`src/rtl/pn_spread_tx.sv`:
```
// BPSK direct-sequence spreader: one data bit per maximal-length PN period, each burst
// opening with unmodulated PN periods so the receiver can acquire code phase.
module pn_spread_tx #(
    parameter int unsigned       PN_DEG   = 32'd10,
    parameter logic [PN_DEG-1:0] PN_TAPS  = 10'h009,
    parameter logic [PN_DEG-1:0] PN_SEED  = 10'h3FF,
    parameter int unsigned       CHIP_DIV = 32'd4,
    parameter int unsigned       PRE_PER  = 32'd2,
    parameter logic [15:0]       AMPL     = 16'h4000
) (
    input  logic        Clk,
    input  logic        Rst_n,
    input  logic        En,
    input  logic        BitIn,
    input  logic        BitValid,
    output logic        BitReady,
    output logic [15:0] Dout,
    output logic        DoutValid,
    output logic        Epoch,
    output logic        Busy
);

    localparam int unsigned CW = (CHIP_DIV > 32'd1) ? $clog2(CHIP_DIV) : 32'd1;
    localparam int unsigned PW = (PRE_PER > 32'd1) ? $clog2(PRE_PER) : 32'd1;
    localparam logic [CW-1:0] CNT_LAST = CW'(CHIP_DIV - 32'd1);
    localparam logic [PW-1:0] PER_LAST = PW'(PRE_PER - 32'd1);

    typedef enum logic [1:0] {
        ST_IDLE     = 2'd0,
        ST_PREAMBLE = 2'd1,
        ST_DATA     = 2'd2
    } state_t;

    function automatic logic [PN_DEG-1:0] lfsr_step(input logic [PN_DEG-1:0] v);
        return {^(v & PN_TAPS), v[PN_DEG-1:1]};
    endfunction

    // Negative chip is the 16-bit two's complement of the magnitude.
    function automatic logic [15:0] chip_value(input logic s);
        logic [15:0] r;
        if (s) begin
            r = ~AMPL + 16'h0001;
        end else begin
            r = AMPL;
        end
        return r;
    endfunction

    state_t            state_r, state_n_s;
    logic [PN_DEG-1:0] lfsr_r, lfsr_n_s, lfsr_adv_s;
    logic [CW-1:0]     cnt_r, cnt_n_s;
    logic [PW-1:0]     per_r, per_n_s;
    logic              d_r, d_n_s;
    logic              tick_s, per_end_s, last_pre_s, handoff_s, active_n_s;
    logic [15:0]       dout_r;
    logic              dout_valid_r, epoch_r, busy_r;

    // Chip tick, period-end detection and the handshake window.
    always_comb begin
        tick_s     = (cnt_r == CNT_LAST);
        lfsr_adv_s = lfsr_step(lfsr_r);
        per_end_s  = tick_s && (lfsr_adv_s == PN_SEED);
        last_pre_s = (per_r == PER_LAST);
        handoff_s  = per_end_s && ((state_r == ST_DATA) ||
                                   ((state_r == ST_PREAMBLE) && last_pre_s));
    end

    assign BitReady = En && handoff_s;

    // Next-state, LFSR, chip divider, preamble counter and held data bit.
    always_comb begin
        state_n_s = state_r;
        lfsr_n_s  = lfsr_r;
        cnt_n_s   = cnt_r;
        per_n_s   = per_r;
        d_n_s     = d_r;
        if (!En) begin
            state_n_s = ST_IDLE;
            lfsr_n_s  = PN_SEED;
            cnt_n_s   = {CW{1'b0}};
            per_n_s   = {PW{1'b0}};
            d_n_s     = 1'b0;
        end else begin
            case (state_r)
                ST_IDLE: begin
                    lfsr_n_s  = PN_SEED;
                    cnt_n_s   = {CW{1'b0}};
                    per_n_s   = {PW{1'b0}};
                    d_n_s     = 1'b0;
                    state_n_s = BitValid ? ST_PREAMBLE : ST_IDLE;
                end
                ST_PREAMBLE, ST_DATA: begin
                    cnt_n_s  = tick_s ? {CW{1'b0}} : cnt_r + CW'(1'b1);
                    lfsr_n_s = tick_s ? lfsr_adv_s : lfsr_r;
                    if (handoff_s) begin
                        if (BitValid) begin
                            state_n_s = ST_DATA;
                            d_n_s     = BitIn;
                        end else begin
                            state_n_s = ST_IDLE;
                            per_n_s   = {PW{1'b0}};
                            d_n_s     = 1'b0;
                        end
                    end else if (per_end_s) begin
                        per_n_s = per_r + PW'(1'b1);
                    end else begin
                        state_n_s = state_r;
                    end
                end
                default: begin
                    state_n_s = ST_IDLE;
                    lfsr_n_s  = PN_SEED;
                    cnt_n_s   = {CW{1'b0}};
                    per_n_s   = {PW{1'b0}};
                    d_n_s     = 1'b0;
                end
            endcase
        end
        active_n_s = (state_n_s != ST_IDLE);
    end

    // State registers; outputs are registered from next-state values so Dout tracks lfsr_r.
    always_ff @(posedge Clk or negedge Rst_n) begin
        if (!Rst_n) begin
            state_r      <= ST_IDLE;
            lfsr_r       <= PN_SEED;
            cnt_r        <= {CW{1'b0}};
            per_r        <= {PW{1'b0}};
            d_r          <= 1'b0;
            dout_r       <= 16'h0000;
            dout_valid_r <= 1'b0;
            epoch_r      <= 1'b0;
            busy_r       <= 1'b0;
        end else begin
            state_r      <= state_n_s;
            lfsr_r       <= lfsr_n_s;
            cnt_r        <= cnt_n_s;
            per_r        <= per_n_s;
            d_r          <= d_n_s;
            dout_r       <= active_n_s ? chip_value(lfsr_n_s[0] ^ d_n_s) : 16'h0000;
            dout_valid_r <= active_n_s;
            epoch_r      <= active_n_s && (lfsr_n_s == PN_SEED);
            busy_r       <= active_n_s;
        end
    end

    assign Dout      = dout_r;
    assign DoutValid = dout_valid_r;
    assign Epoch     = epoch_r;
    assign Busy      = busy_r;

endmodule
```
`config.mk`:
```
export PLATFORM = sky130hd
export DESIGN_NAME = pn_spread_tx
export DESIGN_NICKNAME = d
export VERILOG_FILES = /design/src/rtl/pn_spread_tx.sv
export SDC_FILE = /design/constraint.sdc
export NUM_CORES = 1
export LEC_CHECK = 0
export CORE_UTILIZATION = 44
export DETAILED_ROUTE_END_ITERATION = 7
export PLACE_DENSITY = 0.74
export SKIP_LAST_GASP = 1
export SLEW_MARGIN = 10
export SYNTH_ARGS = -nofsm -noshare
export SYNTH_HDL_FRONTEND = slang
export SYNTH_SLANG_ARGS = --single-unit
```
`constraint.sdc`:
```
create_clock -name Clk -period 1.75 [get_ports Clk]
set_clock_uncertainty 0.1 [all_clocks]
set_input_delay 0.2625 -clock Clk [delete_from_list [all_inputs] [get_ports Clk]]
set_output_delay 0.2625 -clock Clk [all_outputs]
set_load 0.05 [all_outputs]
```
# After elaboration in Yosys (flattened, before gate mapping)
# Cells that the tools add are included.
[totals] reg_bits=34 out_inout_bits=20 word_cells=51
[op_classes] n_addsub=2 eq_ne=7 n_mux=22 bitwise=1 n_reduce_logical=11
[ops] op="$mux W16" count=2
[ops] op="$mux W10" count=3
[ops] op="$eq A10 B10 Y1 const B" count=2
[ops] op="$mux W2" count=6
[ops] op="$mux W1" count=10
[ops] op="$reduce_xor A10 Y1" count=1
[ops] op="$ne A4 B4 Y1 const B" count=2
[ops] op="$logic_and A1 B1 Y1" count=5
[ops] op="$eq A2 B2 Y1 const B" count=2
[ops] op="$pmux W2 S2" count=1
[ops] op="$add A2 B1 Y2 const B" count=1
[ops] op="$eq A2 B1 Y1 const B" count=1
[ops] op="$logic_not A2 Y1" count=1
[ops] op="$reduce_and A2 Y1" count=1
[ops] op="$reduce_bool A2 Y1" count=1
[ops] op="$reduce_or A2 Y1" count=1
[ops] op="$add A1 B1 Y1 const B" count=1
[ops] op="$logic_or A1 B1 Y1" count=1
[ops] op="$xor A1 B1 Y1" count=1

# Depth between registers and ports, before layout
[logic_depth] depth_word=10 depth_mapped=6

# Least setup slack after synthesis
# Ideal clock, no wire load.
[synth_timing] path_kind="register -> output" start="reg lfsr_r[3]" end="out BitReady" arrival_ps=1539 required_time_ps=1387 path_slack_ps=-152 path_stages_with_launch=4 cell_sequence="dfstp_2 nand4_1 nor4_1 and2_1"
[synth_via] elab_chain_len=5
[synth_rtl] item="from (decl)" line="50" text="logic [PN_DEG-1:0] lfsr_r, lfsr_n_s, lfsr_adv_s;"
[synth_rtl] item="from (signal assigned)" line="136" text="lfsr_r <= lfsr_n_s;"
[synth_rtl] item="$reduce_xor A10 Y1" line="35" text="return {^(v & PN_TAPS), v[PN_DEG-1:1]};"
[synth_rtl] item="$eq A10 B10 Y1 *" line="62" text="per_end_s = tick_s && (lfsr_adv_s == PN_SEED);"
[synth_rtl] item="$logic_and A1 B1 Y1 *" line="62"
[synth_rtl] item="$logic_and A1 B1 Y1 *" line="64" text="handoff_s = per_end_s && ((state_r == ST_DATA) ||"
[synth_rtl] item="$logic_and A1 B1 Y1 *" line="68" text="assign BitReady = En && handoff_s;"
[synth_rtl] item="to (decl)" line="16" text="output logic BitReady,"
# Every way passes the cells marked *; elsewhere a longest branch is shown, timed or not.

# Worst setup path in the final report
[layout_timing] start="reg lfsr_r[7]" end="out BitReady"
[layout_via] elab_chain_len=4
[layout_rtl] item="$eq A10 B10 Y1" line="62"
[layout_rtl] item="$logic_and A1 B1 Y1" line="62"
[layout_rtl] item="$logic_and A1 B1 Y1" line="64"
[layout_rtl] item="$logic_and A1 B1 Y1" line="68"
# Every way passes these cells.

==> flow_summary.ini <==
[pwr]
comb_power_share_pct = 19.4
sw_frac_of_total_pct = 32.19
power.switching_w = 0.0002692
p_leak_nw = 0.6131
power.internal_w = 0.0005672
p_total_w = 0.0008365
pwr-share-seq_pct = 53.9
powerDensity_mw_per_mm2 = 613.3
clockPowerShare_pct = 26.6
peakVddDrop_uv = 712.9

[yosys]
syn_area_per_cell_um2 = 9.850
yosysSeqAreaShare_pct = 45.03
synth_cells = 110
synth.distinct_cells = 30
ys_ff_latch = 19
yosys_warnings = 0
synthesis.area_mm2 = 0.001084

[floorplanning]
pin_count = 25
fp-row-count = 17
start_util_pct = 47.61
core_area_mm2 = 0.002276
die_width_um = 51.63
die_area_mm2 = 0.002665
die_y_um = 51.63

[global_routing]
grt_pass1_wl_um = 3312
grt_max_degree = 20
track_usage_pct = 17.43
grt_overflow = 0
grt_pass1_vias = 763
antenna_found_initial = 0

[status]
violations = negative setup slack
outcome = complete, but fails checks

[critical_path]
cp.required_ns = 1.39
worstSetupPathType = register to output port
critPathArrivalTime_ns = 1.73
critPathBufInv = 1
startpoint_type = register
crit_family = simple AND/OR/NAND/NOR gates
cp_max_fo = 3
cp_slowest_cell = dfstp_2
path_cells = nand4_1 -> nor4_2 -> and2_4 -> buf_12
slowest_delay_ns = 0.55
cp-end-kind = output port

[routing]
drc = 0
initialDrtViolationCount = 7
ant_nets = 0
drtPass1Iterations = 4
wl_per_cell_um = 11.61
vias = 811
routed_wl_um = 1951
viasPerCell = 4.827

[clock_tree]
hold_buffers = 0
clock_latency_ns = 0.30
root_buffer = clkbuf_4
cts_num_sinks = 19
clock_path_buffers = 2
cts-buffers-inserted = 3
clkTransAtPathRegs_ns = 0.11
h-tree-depth = 1
cts_tree = done

[timing]
holdWs_ns = 0.1840
grt_setup_unrepaired = true
report.final.slew_viol_count = 0
fin_crit_sh_pct = 119.7
setup_viol = 8
setup_ws_ns = -0.3444
min_period_ns = 2.094
fmax_mhz = 477.5
hold_viol_final = 0

[placement]
dpl_cell_area_mm2 = 0.001266
port_buffers = 10
place.gp.congestion = 0.8301
dp_hpwl_um = 1459
place_ws_ns = -0.09932

[worst_hold_path]
hold_path.class = primary input to asynchronous set/reset pin

[finish]
diodes = 0
syn2layout_area_growth_pct = 25.87
fin_nets = 151
fillers = 189
final_cell_area_mm2 = 0.001364
drive_gt1_share_pct = 40.71

[flow_run]
maxCapViolations = 0
## power groups by stage
| stage | clock network (W) | logic [W] | registers [W] |
|---|---|---|---|
| finish | 0.000223 | 0.000163 | 0.000451 |
| CTS | 0.000233 | 0.000158 | 0.000451 |
| global placement | 0 | 0.000156 | 0.000458 |
| global route | 0.000261 | 0.000173 | 0.000452 |
| floorplan | 0 | 0.000127 | 0.000475 |
| detailed placement | 0 | 0.000157 | 0.000459 |
## routing by layer
| metal | GRT usage (%) | up-vias | wire, um |
|---|---|---|---|
| met5 | 0 | - | 0 |
| met4 | 8.108 | 0 | 21 |
| met3 | 4.386 | 2 | 66 |
| met2 | 28.35 | 21 | 970 |
| met1 | 21.58 | 385 | 893 |
| li1 | - | 403 | - |
## cell usage in the layout, fill, tap and decap left out, types with 4 or more instances in the layout
cell type,instances
nand2_1,15
clkdlybuf4s50_1,4
dfstp_2,10
dfrtp_1,9
buf_4,26
conb_1,14
mux2i_1,9
ha_1,4
## kinds of logic (layout without fill, tap and decap cells)
group	after synthesis	in the layout	synth area share (%)
and+or+nand+nor	40	40	18.25
AOI/OAI and AO/OA	13	13	7.275
other	1	14	0.3461
DFF	19	19	45.03
adders and majority gates	5	5	5.774
xor gates and xnor gates	3	3	2.425
muxes	9	9	8.314
buffers and inverters	20	37	12.59
## layout make-up
cell class | count | area [um^2] | area share (%)
Multi-Input combinational cell | 84 | 550.5 | 40.37
Timing Repair Buffer | 31 | 255.2 | 18.72
Tap cell | 28 | 35.03 | 2.569
Sequential cell | 19 | 488.0 | 35.78
Inverter | 2 | 7.507 | 0.5505
Clock inverter | 1 | 5.005 | 0.3670
Clock buffer | 3 | 22.52 | 1.651
## timing repair
item	CTS	global route
endpoints found under the setup margin	4	8
setup buffers	1	4
pin swaps	5	9
gates resized for setup	3	9
cloned	0	0
## state kept, by name (all words and copies together), names as in the netlist
| register | cells |
|---|---|
| lfsr_r | 10 |
| Dout | 2 |
| cnt_r | 2 |
| state_r | 2 |
| Epoch | 1 |
| d_r | 1 |
| last_pre_s | 1 |
## worst paths after layout
| path | from | end | slack (ns) | depth (start not counted) |
|---|---|---|---|---|
| max | lfsr_r[7] | BitReady | -0.34 | 4 |
| max reg2reg | lfsr_r[7] | state_r[1] | -0.22 | 5 |
| min in group Clk | cnt_r[0] | cnt_r[0] | 0.36 | 1 |
| max in group asynchronous | Rst_n | lfsr_r[9] | 1.11 | 2 |
| min reg2reg | cnt_r[0] | cnt_r[0] | 0.36 | 1 |
| min | Rst_n | last_pre_s | 0.18 | 2 |
## cells in the mapped netlist
library cell	instances	area share [%]
clkbuf_1	1	0.35
nand3b_1	1	0.69
a21o_1	1	0.69
conb_1	1	0.35
nand3_1	2	0.92
nand4_1	2	1.2
o21ai_0	3	1.4
nand2b_1	3	1.7
nor2_1	4	1.4
o221a_2	1	1.0
nor3_1	2	0.92
or2_2	1	0.58
inv_1	2	0.69
nor4_1	1	0.58
nand2_1	18	6.2
mux2i_1	9	8.3
or4_4	1	1.0
buf_2	1	0.46
ha_1	5	5.8
or3_2	1	0.69
a31oi_1	1	0.58
and2_1	3	1.7
a211oi_1	1	0.69
o22ai_1	1	0.58
and3_1	1	0.58
dfrtp_1	9	21
a21oi_1	5	2.3
xnor2_1	3	2.4
dfstp_2	10	24
buf_4	16	11
## through the flow
stage          setup TNS, ns  instances  utilization (%)
2_1_floorplan              0        123                -
3_3_place_gp        -0.06434        160            55.64
3_5_place_dp        -0.09932        160            55.64
4_1_cts              -0.4755        165            57.56
5_1_grt               -1.582        168            59.92
6_report              -1.139        168            59.92
(Power assumes the default switching activity.)
==> RTL edit, RTL diff (same flow settings) <==
Re-encode `state_t` (3 states) as one-hot, 3 bits wide.
--- a/src/rtl/pn_spread_tx.sv
+++ b/src/rtl/pn_spread_tx.sv
@@ -25,10 +25,10 @@
     localparam logic [CW-1:0] CNT_LAST = CW'(CHIP_DIV - 32'd1);
     localparam logic [PW-1:0] PER_LAST = PW'(PRE_PER - 32'd1);
 
-    typedef enum logic [1:0] {
-        ST_IDLE     = 2'd0,
-        ST_PREAMBLE = 2'd1,
-        ST_DATA     = 2'd2
+    typedef enum logic [2:0] {
+        ST_IDLE     = 3'b001,
+        ST_PREAMBLE = 3'b010,
+        ST_DATA     = 3'b100
     } state_t;
 
     function automatic logic [PN_DEG-1:0] lfsr_step(input logic [PN_DEG-1:0] v);
Check against the original RTL: same outputs for any inputs over 10 cycles, from zero or initial values and one cycle with Rst_n low; not proved beyond that.
==> RTL edit against the unedited design <==
The run still ends with setup timing left. Sequential cell count is 1 higher. Wire length is 4.5% lower. Sequential share of layout area is 2.7 points higher. Power is 20% higher. Cell count is 8.9% lower. Setup slack better by 72 ps. Design area is 2.1% lower. Die area is 2.2% higher. Synthesized area is 2.3% higher. Count of clock-buffer cells in the layout stayed put. Global-route usage is 0.97 points lower. Worst hold slack hardly changed. Largest cell class unchanged. Highest routed layer unchanged.
==> RTL edit: results (changes against the unedited design) <==
Timing
  • Setup slack after layout: -272 ps (was -344 ps)
  • Final setup vio count: 2 (was 8)
  • Setup TNS: -277 ps (was -1140 ps)

Route
  • DRC Markers: 0 (unchanged)
  • Via density: 4.87 (was 4.83)
  • Met2 Wirelength: 909 um (was 970 um)
  • Initial DRT Pass Iterations: 4 (unchanged)
  • Met3 routed WL: 87 um (was 66 um)
  • WL met1: 818 um (was 893 um)
  • Final wirelength: 1.86 mm (was 1.95 mm)
  • Top Layer Used: met4 (unchanged)
  • Initial DRC count: 11 (was 7)
  • Via count: 745 (was 811)

Worst setup path
  • Crit-path leading delay family: simple AND/OR/NAND/NOR gates (unchanged)
  • CP arrival: 1660 ps (was 1730 ps)
  • CP peak stage delay: approximately 560 ps
  • Critical-path top delay cell: dfstp_2 (unchanged)
  • Crit-path max FO: 3 (unchanged)

Placed design
  • HPWL after DPL: 1.32 mm (was 1.46 mm)
  • Placed Area: 1230 um^2 (was 1270 um^2)
  • Inst Count DP: 144 (was 160)
  • Gpl congestion: 0.786 (was 0.830)
  • Port bufs: 10 (unchanged)
  • Pre-CTS setup slack: -59.5 ps (was -99.3 ps)

Global route
  • Vias in the first global route: 738 (was 763)
  • First-pass GRT wire length: 3.24 mm (was 3.31 mm)
  • Largest net degree at the start of global routing: 21 (was 20)
  • GRT Util Overall: 16.5% (was 17.4%)
  • Antenna violations before repair: 0 (unchanged)

Logic synthesis
  • Ys flop type: dfstp_2 (unchanged)
  • Synth Area per Inst: 10.8 um^2 (was 9.85 um^2)
  • Post-synth top cells: 16 x buf_4, 14 x nand2_1, 11 x dfstp_2, 9 x dfrtp_1 (was 18 x nand2_1, 16 x buf_4, 10 x dfstp_2, 9 x dfrtp_1, 9 x mux2i_1)
  • Ys async rst share: 100% (unchanged)
  • Synth unique cells: 37 (was 30)
  • Sequential fraction of the synthesis area: 46.4% (was 45.0%)
  • Syn. warnings: 0 (unchanged)
  • Synth area leaders: dfstp_2 26%, dfrtp_1 20%, buf_4 11%, mux2i_1 5.4%, nand2_1 4.7% (was dfstp_2 24%, dfrtp_1 21%, buf_4 11%, mux2i_1 8.3%, nand2_1 6.2%)

Power
  • Peak supply drop: 0.000628 V (was 0.000713 V)
  • Leakage: 0.603 nW (was 0.613 nW)

Finish
  • # diodes: 0 (unchanged)
  • Fin nets: 132 (was 151)
  • Largest registers: lfsr_r: 10 flops, state_r: 3 flops
  • Layout cells sized above 1: 36.8% (was 40.7%)

Clocking
  • Clk slew on worst S/H paths: 110 ps (about the same)
  • Max Root-Sink Buffers: 2 (unchanged)
  • Clock Tree Root: clkbuf_4 (unchanged)
  • TritonCTS Buffers: 3 (unchanged)
  • Worst skew pair latency: 300 ps (about the same)
  • H-tree levels: 1 (unchanged)

Run status
  • Violated checks: setup timing (unchanged)
  • Status: complete, but fails checks (unchanged)

Hold path
  • Worst Hold Class: in -> async (unchanged)
==> RTL edit: cell families (layout without fill, tap and decap cells) <==
logic type      Yosys count  after routing  synth area share [%]
simple gates             38             38                  21.9
buf+inv                  22             31                  13.7
flops                    20             20                  46.4
compound gates           12             12                  7.56
mux                       7              7                  7.45
xor+xnor                  2              2                  1.58
fa+ha+maj                 1              1                  1.13
other cells               1             14                 0.338
==> RTL edit: repair_timing <==
item	in CTS	in global routing
resized for setup	0	3
pin swaps	2	2
setup buffers	5	0
endpoints found under the setup margin	2	5
==> RTL edit: per-layer routing <==
layer | up-vias | global-route usage, %
met5 | - | 0
met4 | 0 | 6.58
met3 | 6 | 3.48
met2 | 22 | 28.2
met1 | 352 | 20.0
li1 | 365 | -
==> RTL edit: final timing paths <==
path	slack, ps	cells past startpoint	startpoint	end
worst min register to register	360	1	cnt_r[0]	cnt_r[0]
worst max register to register	0	6	lfsr_r[1]	Dout[15]
max in group asynchronous	1100	2	Rst_n	lfsr_r[5]
worst max-delay path	-270	4	lfsr_r[1]	BitReady
min in group Clk	360	1	cnt_r[0]	cnt_r[0]
worst min-delay path	180	2	Rst_n	d_r
==> RTL edit: cell type report <==
type / instances / area (um^2)
Fill cell: 200 / 962
Multi-Input combinational cell: 74 / 515
Sequential cell: 20 / 514
Timing Repair Buffer: 24 / 206
Tap cell: 28 / 35.0
Clock inverter: 1 / 30.0
Clock buffer: 3 / 22.5
Inverter: 3 / 11.3
==> RTL edit: where the power goes <==
group	total [mW]	internal [mW]	switching, mW
combinational	0.151	0.0307	0.120
clock	0.369	0.232	0.137
sequential	0.481	0.473	0.00740
==> RTL edit: worst register-to-register path, cell delays in order (launching register included) <==
cell	delay [ps]
dfstp_2	560
or2b_4	270
nor4_4	150
buf_4	180
nand2_4	70
mux2i_4	180
mux2i_1	190
